==> src/rtl/usb_rx_field_ctrl.sv <==
// USB receive field sequencer: routes decoded bits to the PID/payload shift registers,
// counts bits and bytes, checks the PID. Optional PID type decode: PID_TYPE_DECODE_EN.
module usb_rx_field_ctrl #(
    parameter int unsigned MAX_BYTES = 64,
    parameter int unsigned CNT_W     = 7
) (
    input  logic             clk,
    input  logic             rst,
    input  logic             sync_det,
    input  logic             data_shift,
    input  logic             stuff_skip,
    input  logic             eop,
    input  logic [7:0]       pid_data,
    output logic             SR_select,
    output logic             read_val,
    output logic             byte_done,
    output logic [CNT_W-1:0] byte_cnt,
    output logic             pid_valid,
    output logic             pid_err,
    output logic             pkt_done,
    output logic             pkt_err,
`ifdef PID_TYPE_DECODE_EN
    output logic [1:0]       pid_type,
`endif
    output logic             busy
);

    typedef enum logic [2:0] {StIdle, StPid, StPidChk, StPayload, StErr} state_e;

    state_e           state_q, state_d;
    logic [2:0]       bit_cnt_q, bit_cnt_d;
    logic [CNT_W-1:0] byte_cnt_q, byte_cnt_d;
    logic             pid_valid_q, pid_valid_d;
    logic             sr_select_q;
    logic             byte_done_q, byte_done_d;
    logic             pkt_done_q, pkt_done_d;
    logic             pkt_err_q, pkt_err_d;
    logic             accept, pid_ok, is_handshake;

`ifdef PID_TYPE_DECODE_EN
    logic [1:0] pid_type_q, pid_type_d;
    assign is_handshake = (pid_type_q == 2'b10);
    assign pid_type     = pid_type_q;
`else
    assign is_handshake = 1'b0;
`endif

    assign accept = data_shift & ~stuff_skip;
    assign pid_ok = (pid_data[7:4] == ~pid_data[3:0]);

    always_comb begin
        state_d     = state_q;
        bit_cnt_d   = bit_cnt_q;
        byte_cnt_d  = byte_cnt_q;
        pid_valid_d = pid_valid_q;
        byte_done_d = 1'b0;
        pkt_done_d  = 1'b0;
        pkt_err_d   = 1'b0;
        pid_err     = 1'b0;
`ifdef PID_TYPE_DECODE_EN
        pid_type_d  = pid_type_q;
`endif
        unique case (state_q)
            StIdle: begin
                if (sync_det) begin
                    state_d     = StPid;
                    bit_cnt_d   = 3'd0;
                    byte_cnt_d  = '0;
                    pid_valid_d = 1'b0;
                end
            end
            StPid: begin
                // eop wins over a coincident bit, which is dropped
                if (eop) begin
                    pkt_err_d = 1'b1;
                    state_d   = StIdle;
                end else if (accept) begin
                    bit_cnt_d = bit_cnt_q + 3'd1;
                    if (bit_cnt_q == 3'd7) state_d = StPidChk;
                end
            end
            StPidChk: begin
                if (pid_ok) begin
                    pid_valid_d = 1'b1;
                    state_d     = StPayload;
`ifdef PID_TYPE_DECODE_EN
                    pid_type_d  = pid_data[1:0];
`endif
                end else begin
                    pid_err = 1'b1;
                    state_d = StErr;
                end
            end
            StPayload: begin
                if (eop) begin
                    if (bit_cnt_q == 3'd0) pkt_done_d = 1'b1;
                    else                   pkt_err_d  = 1'b1;
                    state_d = StIdle;
                end else if (accept) begin
                    bit_cnt_d = bit_cnt_q + 3'd1;
                    if (bit_cnt_q == 3'd7) begin
                        if (is_handshake || (byte_cnt_q == CNT_W'(MAX_BYTES))) begin
                            pkt_err_d = 1'b1;
                            state_d   = StErr;
                        end else begin
                            byte_done_d = 1'b1;
                            byte_cnt_d  = byte_cnt_q + CNT_W'(1);
                        end
                    end
                end
            end
            StErr: begin
                if (eop) state_d = StIdle;
            end
            default: state_d = StIdle;
        endcase
    end

    always_ff @(posedge clk or posedge rst) begin
        if (rst) begin
            state_q     <= StIdle;
            bit_cnt_q   <= 3'd0;
            byte_cnt_q  <= '0;
            pid_valid_q <= 1'b0;
            sr_select_q <= 1'b0;
            byte_done_q <= 1'b0;
            pkt_done_q  <= 1'b0;
            pkt_err_q   <= 1'b0;
`ifdef PID_TYPE_DECODE_EN
            pid_type_q  <= 2'b00;
`endif
        end else begin
            state_q     <= state_d;
            bit_cnt_q   <= bit_cnt_d;
            byte_cnt_q  <= byte_cnt_d;
            pid_valid_q <= pid_valid_d;
            sr_select_q <= (state_d == StPayload);
            byte_done_q <= byte_done_d;
            pkt_done_q  <= pkt_done_d;
            pkt_err_q   <= pkt_err_d;
`ifdef PID_TYPE_DECODE_EN
            pid_type_q  <= pid_type_d;
`endif
        end
    end

    assign read_val  = ((state_q == StPid) || (state_q == StPayload)) && !stuff_skip;
    assign SR_select = sr_select_q;
    assign byte_done = byte_done_q;
    assign byte_cnt  = byte_cnt_q;
    assign pid_valid = pid_valid_q;
    assign pkt_done  = pkt_done_q;
    assign pkt_err   = pkt_err_q;
    assign busy      = (state_q != StIdle);

endmodule

==> config.mk <==
export PLATFORM = sky130hd
export DESIGN_NAME = usb_rx_field_ctrl
export DESIGN_NICKNAME = d
export VERILOG_FILES = /design/src/rtl/usb_rx_field_ctrl.sv
export SDC_FILE = /design/constraint.sdc
export NUM_CORES = 1
export LEC_CHECK = 0
export BUFFER_PORTS_ARGS = -buffer_cell sky130_fd_sc_hd__buf_2
export CELL_PAD_IN_SITES_DETAIL_PLACEMENT = 1
export CELL_PAD_IN_SITES_GLOBAL_PLACEMENT = 1
export CORE_UTILIZATION = 34
export DETAILED_ROUTE_END_ITERATION = 8
export GPL_TIMING_DRIVEN = 1
export HOLD_SLACK_MARGIN = 0.06
export PLACE_DENSITY_LB_ADDON = 0.1
export SETUP_SLACK_MARGIN = 0.3
export SLEW_MARGIN = 30
export SYNTH_ARGS = -nofsm -noshare
export SYNTH_HDL_FRONTEND = slang
export SYNTH_SLANG_ARGS = --single-unit
export TNS_END_PERCENT = 30
==> constraint.sdc <==
create_clock -name clk -period 1.6 [get_ports clk]
set_input_delay 0.32 -clock clk [delete_from_list [all_inputs] [get_ports clk]]
set_output_delay 0.32 -clock clk [all_outputs]
set_load 0.01 [all_outputs]
# --- Word level (Yosys, flattened, before mapping) ---
# Cells that the tools add are included.
totals:
  regBits: 18
  latch_bits: 0
  ramBits: 0
  romBits: 0
  input_bits: 14
  out_inout_bits: 15
  elab_cells: 83
  mem_count: 0
classes:
  add_sub_neg: 2
  multipliers: 0
  div: 0
  order_cmp: 0
  eq_ne: 16
  shift: 0
  mux: 41
  bitwise_logic: 3
  n_reduce_logical: 13
ops:
  columns: ["op", "n"]
  rows:
  - ["$mux W3", 13]
  - ["$mux W7", 5]
  - ["$mux W1", 18]
  - ["$pmux W3 S5", 1]
  - ["$ne A2 B2 Y1 const B", 7]
  - ["$pmux W7 S2", 1]
  - ["$eq A3 B2 Y1 const B", 3]
  - ["$add A7 B1 Y7 const B", 1]
  - ["$eq A7 B7 Y1 const B", 1]
  - ["$eq A3 B3 Y1 const B", 2]
  - ["$logic_not A3 Y1", 2]
  - ["$pmux W3 S2", 1]
  - ["$reduce_and A6 Y1", 1]
  - ["$reduce_bool A2 Y1", 3]
  - ["$eq A4 B4 Y1", 1]
  - ["$not A4 Y4", 1]
  - ["$pmux W1 S2", 2]
  - ["$reduce_and A4 Y1", 1]
  - ["$add A3 B1 Y3 const B", 1]
  - ["$eq A3 B1 Y1 const B", 1]
  - ["$reduce_and A3 Y1", 1]
  - ["$reduce_bool A3 Y1", 1]
  - ["$ne A2 B1 Y1 const B", 1]
  - ["$reduce_or A2 Y1", 1]
  - ["5 further kinds", 5]

# --- Longest topological paths before layout ---
depth:
  ltp_word: 7
  ltp_mapped: 7
  ltp_nobuf: 7

# --- Worst setup path before layout ---
# No wires, ideal clock.
synth_path:
  path_type: "register -> register"
  start: "reg bit_cnt_q[0]"
  end: "reg byte_cnt_q[3] (netlist: byte_cnt[3])"
  arrival_ps: 1584
  t_required_ps: 1523
  slack_ps: -62
  path_stages_with_launch: 7
  path_buffers: 0
  period_less_slack_ps: 1662
  path_cell_list: "dfrtp_1 ha_1 ha_1 nand3b_1 a311o_1 or3_1 a21oi_1"
synth_between:
  elab_chain_len: 3
synth_rtl:
  columns: ["element", "line_no", "rtl"]
  rows:
  - ["start, declared", "31", "logic [2:0] bit_cnt_q, bit_cnt_d;"]
  - ["start signal, assigned", "134", "bit_cnt_q <= bit_cnt_d;"]
  - ["$eq A3 B3 Y1", "101", "if (bit_cnt_q == 3'd7) begin"]
  - ["$ne A2 B2 Y1 (no source line)", null, null]
  - ["$reduce_and A6 Y1 (no source line)", null, null]
  - ["end signal, assigned", "135", "byte_cnt_q <= byte_cnt_d;"]
  - ["end, declared", "32", "logic [CNT_W-1:0] byte_cnt_q, byte_cnt_d;"]
# Every way passes these cells.
# A chain may end at the register's enable or synchronous reset.

# --- Worst setup path after layout ---
# Same ends and word-level chain as after synthesis.

==> flow_metrics.env <==
export IMPL_wl_mm=3.46
export IMPL_yosys_warnings=0
export IMPL_cts_buffers=3
export IMPL_grt_max_degree=19
export IMPL_dp_hpwl_mm=2.09
export IMPL_multi_input_area_um2=659
export IMPL_holdPathEnd="state_q[0]"
export IMPL_fill_cells=311
export IMPL_fin_util_pct=60.4
export IMPL_die_w_um=56.7
export IMPL_grt_usage_pct=22.4
export IMPL_reg2reg_depth=6
export IMPL_synth_area_per_cell_um2=9.97
export IMPL_cts_root_buffer="clkbuf_4"
export IMPL_netlist_cell_type_count=30
export IMPL_final_common_cell="buf_4"
export IMPL_initial_core_util_pct=36.3
export IMPL_drt_pass1_iter_count=8
export IMPL_cts_tree="built"
export IMPL_finalWorstSetupSlack_ps=-197
export IMPL_synth_cells=102
export IMPL_ant_nets=0
export IMPL_failed_checks="design-rule violations, negative setup slack"
export IMPL_cts_sinks=18
export IMPL_grt_overflow=0
export IMPL_hp_class="primary input to register"
export IMPL_final_cell_mix="buf_4, buf_2, dfrtp_1, buf_6, nand2_1"
export IMPL_end_kind="register"
export IMPL_syn_area_um2=1020
export IMPL_num_vias=1050
export IMPL_r2r_slack_ps=-200
export IMPL_gp_congestion=0.809
export IMPL_grt_setup_unrepaired="true"
export IMPL_io_buffers=28
export IMPL_vdd_drop_max_mv=0.379
export IMPL_slew_headroom_pct=60.8
export IMPL_r2r_end="byte_cnt[3]"
export IMPL_post_route_period_util_pct=112
export IMPL_cts_buffer_depth=2
export IMPL_layout_drive_gt1_share_pct=55.4
export IMPL_grt_pass1_vias=1088
export IMPL_antenna_found_initial=0
export IMPL_leakagePower_uw=0.000884
export IMPL_setup_viol=12
export IMPL_synthesis_nets=121
export IMPL_drv_slew=0
export IMPL_power_uw=984
export IMPL_io_pins=29
export IMPL_cp_max_fo=3
export IMPL_start_kind="register"
export IMPL_die_y_um=56.7
export IMPL_grt_pass1_wl_mm=5.38
export IMPL_hold_violations=0
export IMPL_final_nets=188
export IMPL_drtIter0Drc=18
export IMPL_drc=6
export IMPL_required_ps=1840
export IMPL_whs_path_depth=3
export IMPL_hold_start="sync_det"
export IMPL_ys_seq_area_share_pct=44.3
export IMPL_drv_cap=0
export IMPL_pwr_density_cell_nw_per_um2=580
export IMPL_clk_insertion_delay_late_ps=300
export IMPL_ys_seq_elements=18
export IMPL_area_delta_synth_final_pct=66.7
export IMPL_core_area_um2=2810
export IMPL_clock_skew_ps=5.93
export IMPL_diodes=0
export IMPL_register_area_um2=453
export IMPL_worst_pin_slew_ps=582
export IMPL_htreeDepth=1
export IMPL_max_freq_mhz=556
export IMPL_path_class="register to register"
export IMPL_status="complete, but fails checks"
export IMPL_min_period_ps=1800
export IMPL_dieArea_um2=3210
export IMPL_fp_row_count=19
export IMPL_cp_arrival_ps=2030
export IMPL_vias_per_cell=5.28
export IMPL_clkTransAtPathRegs_ps=120
export IMPL_wl_per_cell_um=17.4
export IMPL_r2r_start="bit_cnt_q[0]"
registers in the layout, indices dropped and copies added (netlist names):
signal and cells:
SR_select 1, pkt_done 1, byte_done 1, pid_valid 1, bit_cnt_q 3, state_q 3, pkt_err 1, byte_cnt 7
kinds of logic (layout without fill, tap and decap cells):
family	Yosys count	in the layout	share of synthesized area, %
flops	18	18	44.3
fa+ha+maj	5	5	6.15
compound gates	12	12	7.75
mux	4	4	4.18
xor+xnor	7	7	6.03
simple gates	45	45	26.8
buf+inv	11	77	4.80
layer usage:
metal  vias up  global-route usage (%)  part of all wire [%]
met3         6                    5.76                   3.9
met5         -                       0                     0
met4         0                    7.86                   1.7
li1        488                       -                     -
met1       525                    27.6                    43
met2        31                    37.8                    52
cell usage after synthesis, drive strengths merged:
cell type | n | area (um2)
inv | 9 | 33.8
ha | 5 | 62.6
a211o | 1 | 8.76
nand3 | 3 | 15.0
nor3 | 3 | 15.0
buf | 2 | 15.0
dfrtp | 18 | 450
nand2b | 2 | 12.5
a21oi | 3 | 15.0
mux2i | 2 | 20.0
nor4bb | 1 | 10.0
nor4b | 1 | 8.76
nand3b | 3 | 22.5
xnor2 | 7 | 61.3
nor4 | 5 | 31.3
nand4bb | 1 | 27.5
a22o | 2 | 17.5
or3 | 1 | 6.26
o21ai | 4 | 20.0
nand2 | 12 | 45.0
a311o | 1 | 10.0
o211ai | 1 | 7.51
nor3b | 1 | 12.5
nor2 | 6 | 22.5
or3b | 1 | 11.3
and2 | 1 | 6.26
nor2b | 1 | 6.26
or4 | 1 | 7.51
mux2 | 2 | 22.5
nand4 | 2 | 12.5
how the worst max path moves through the flow:
| stage | depth (start not counted) | from | to |
|---|---|---|---|
| 2_1_floorplan | 6 | bit_cnt_q[0] | byte_cnt[3] |
| 3_3_place_gp | 6 | bit_cnt_q[0] | byte_cnt[3] |
| 3_5_place_dp | 6 | bit_cnt_q[1] | byte_cnt[3] |
| 4_1_cts | 6 | bit_cnt_q[0] | byte_cnt[3] |
| 5_1_grt | 6 | bit_cnt_q[0] | byte_cnt[3] |
| 6_report | 6 | bit_cnt_q[0] | byte_cnt[3] |
per-stage QoR:
step                      hold slack (ps)  instances  setup TNS (ps)  setup slack (ps)  area, um2
after floorplan                       259        102           -75.3             -57.0       1030
after global placement                350        182            -162             -70.5       1360
after detailed placement              360        182            -327              -115       1360
after CTS                             312        194            -362              -114       1610
after global routing                  316        199           -1890              -256       1700
final                                 304        199           -1170              -197       1700
critical path, stage by stage (launching register included):
cell and delay, ps:
dfrtp_1 380, ha_1 150, ha_1 140, nand3b_1 160
a311o_1 340, or3_1 400, a21oi_2 160
power by group:
group          internal (uW)  switching, uW
combinational            112           94.8
sequential               467           7.21
clock                    139            164
total                    718            266
cell type report:
type	count	share of cell area, %
multi-input cells	73	38.9
well taps	31	2.29
clock buffers	4	2.14
flip-flops and latches	18	26.7
inverters	9	1.99
repair buffers	64	28.0
timing repair:
| action | in CTS | in global routing |
|---|---|---|
| endpoints found under the setup margin | 26 | 28 |
| pin swaps | 10 | 10 |
| cloned | 0 | 0 |
| hold buffers | 1 | 0 |
| gates resized for setup | 31 | 14 |
| hold endpoints to repair | 18 | 0 |
| buffers inserted | 7 | 5 |
Power figures use the tool's default switching activity.
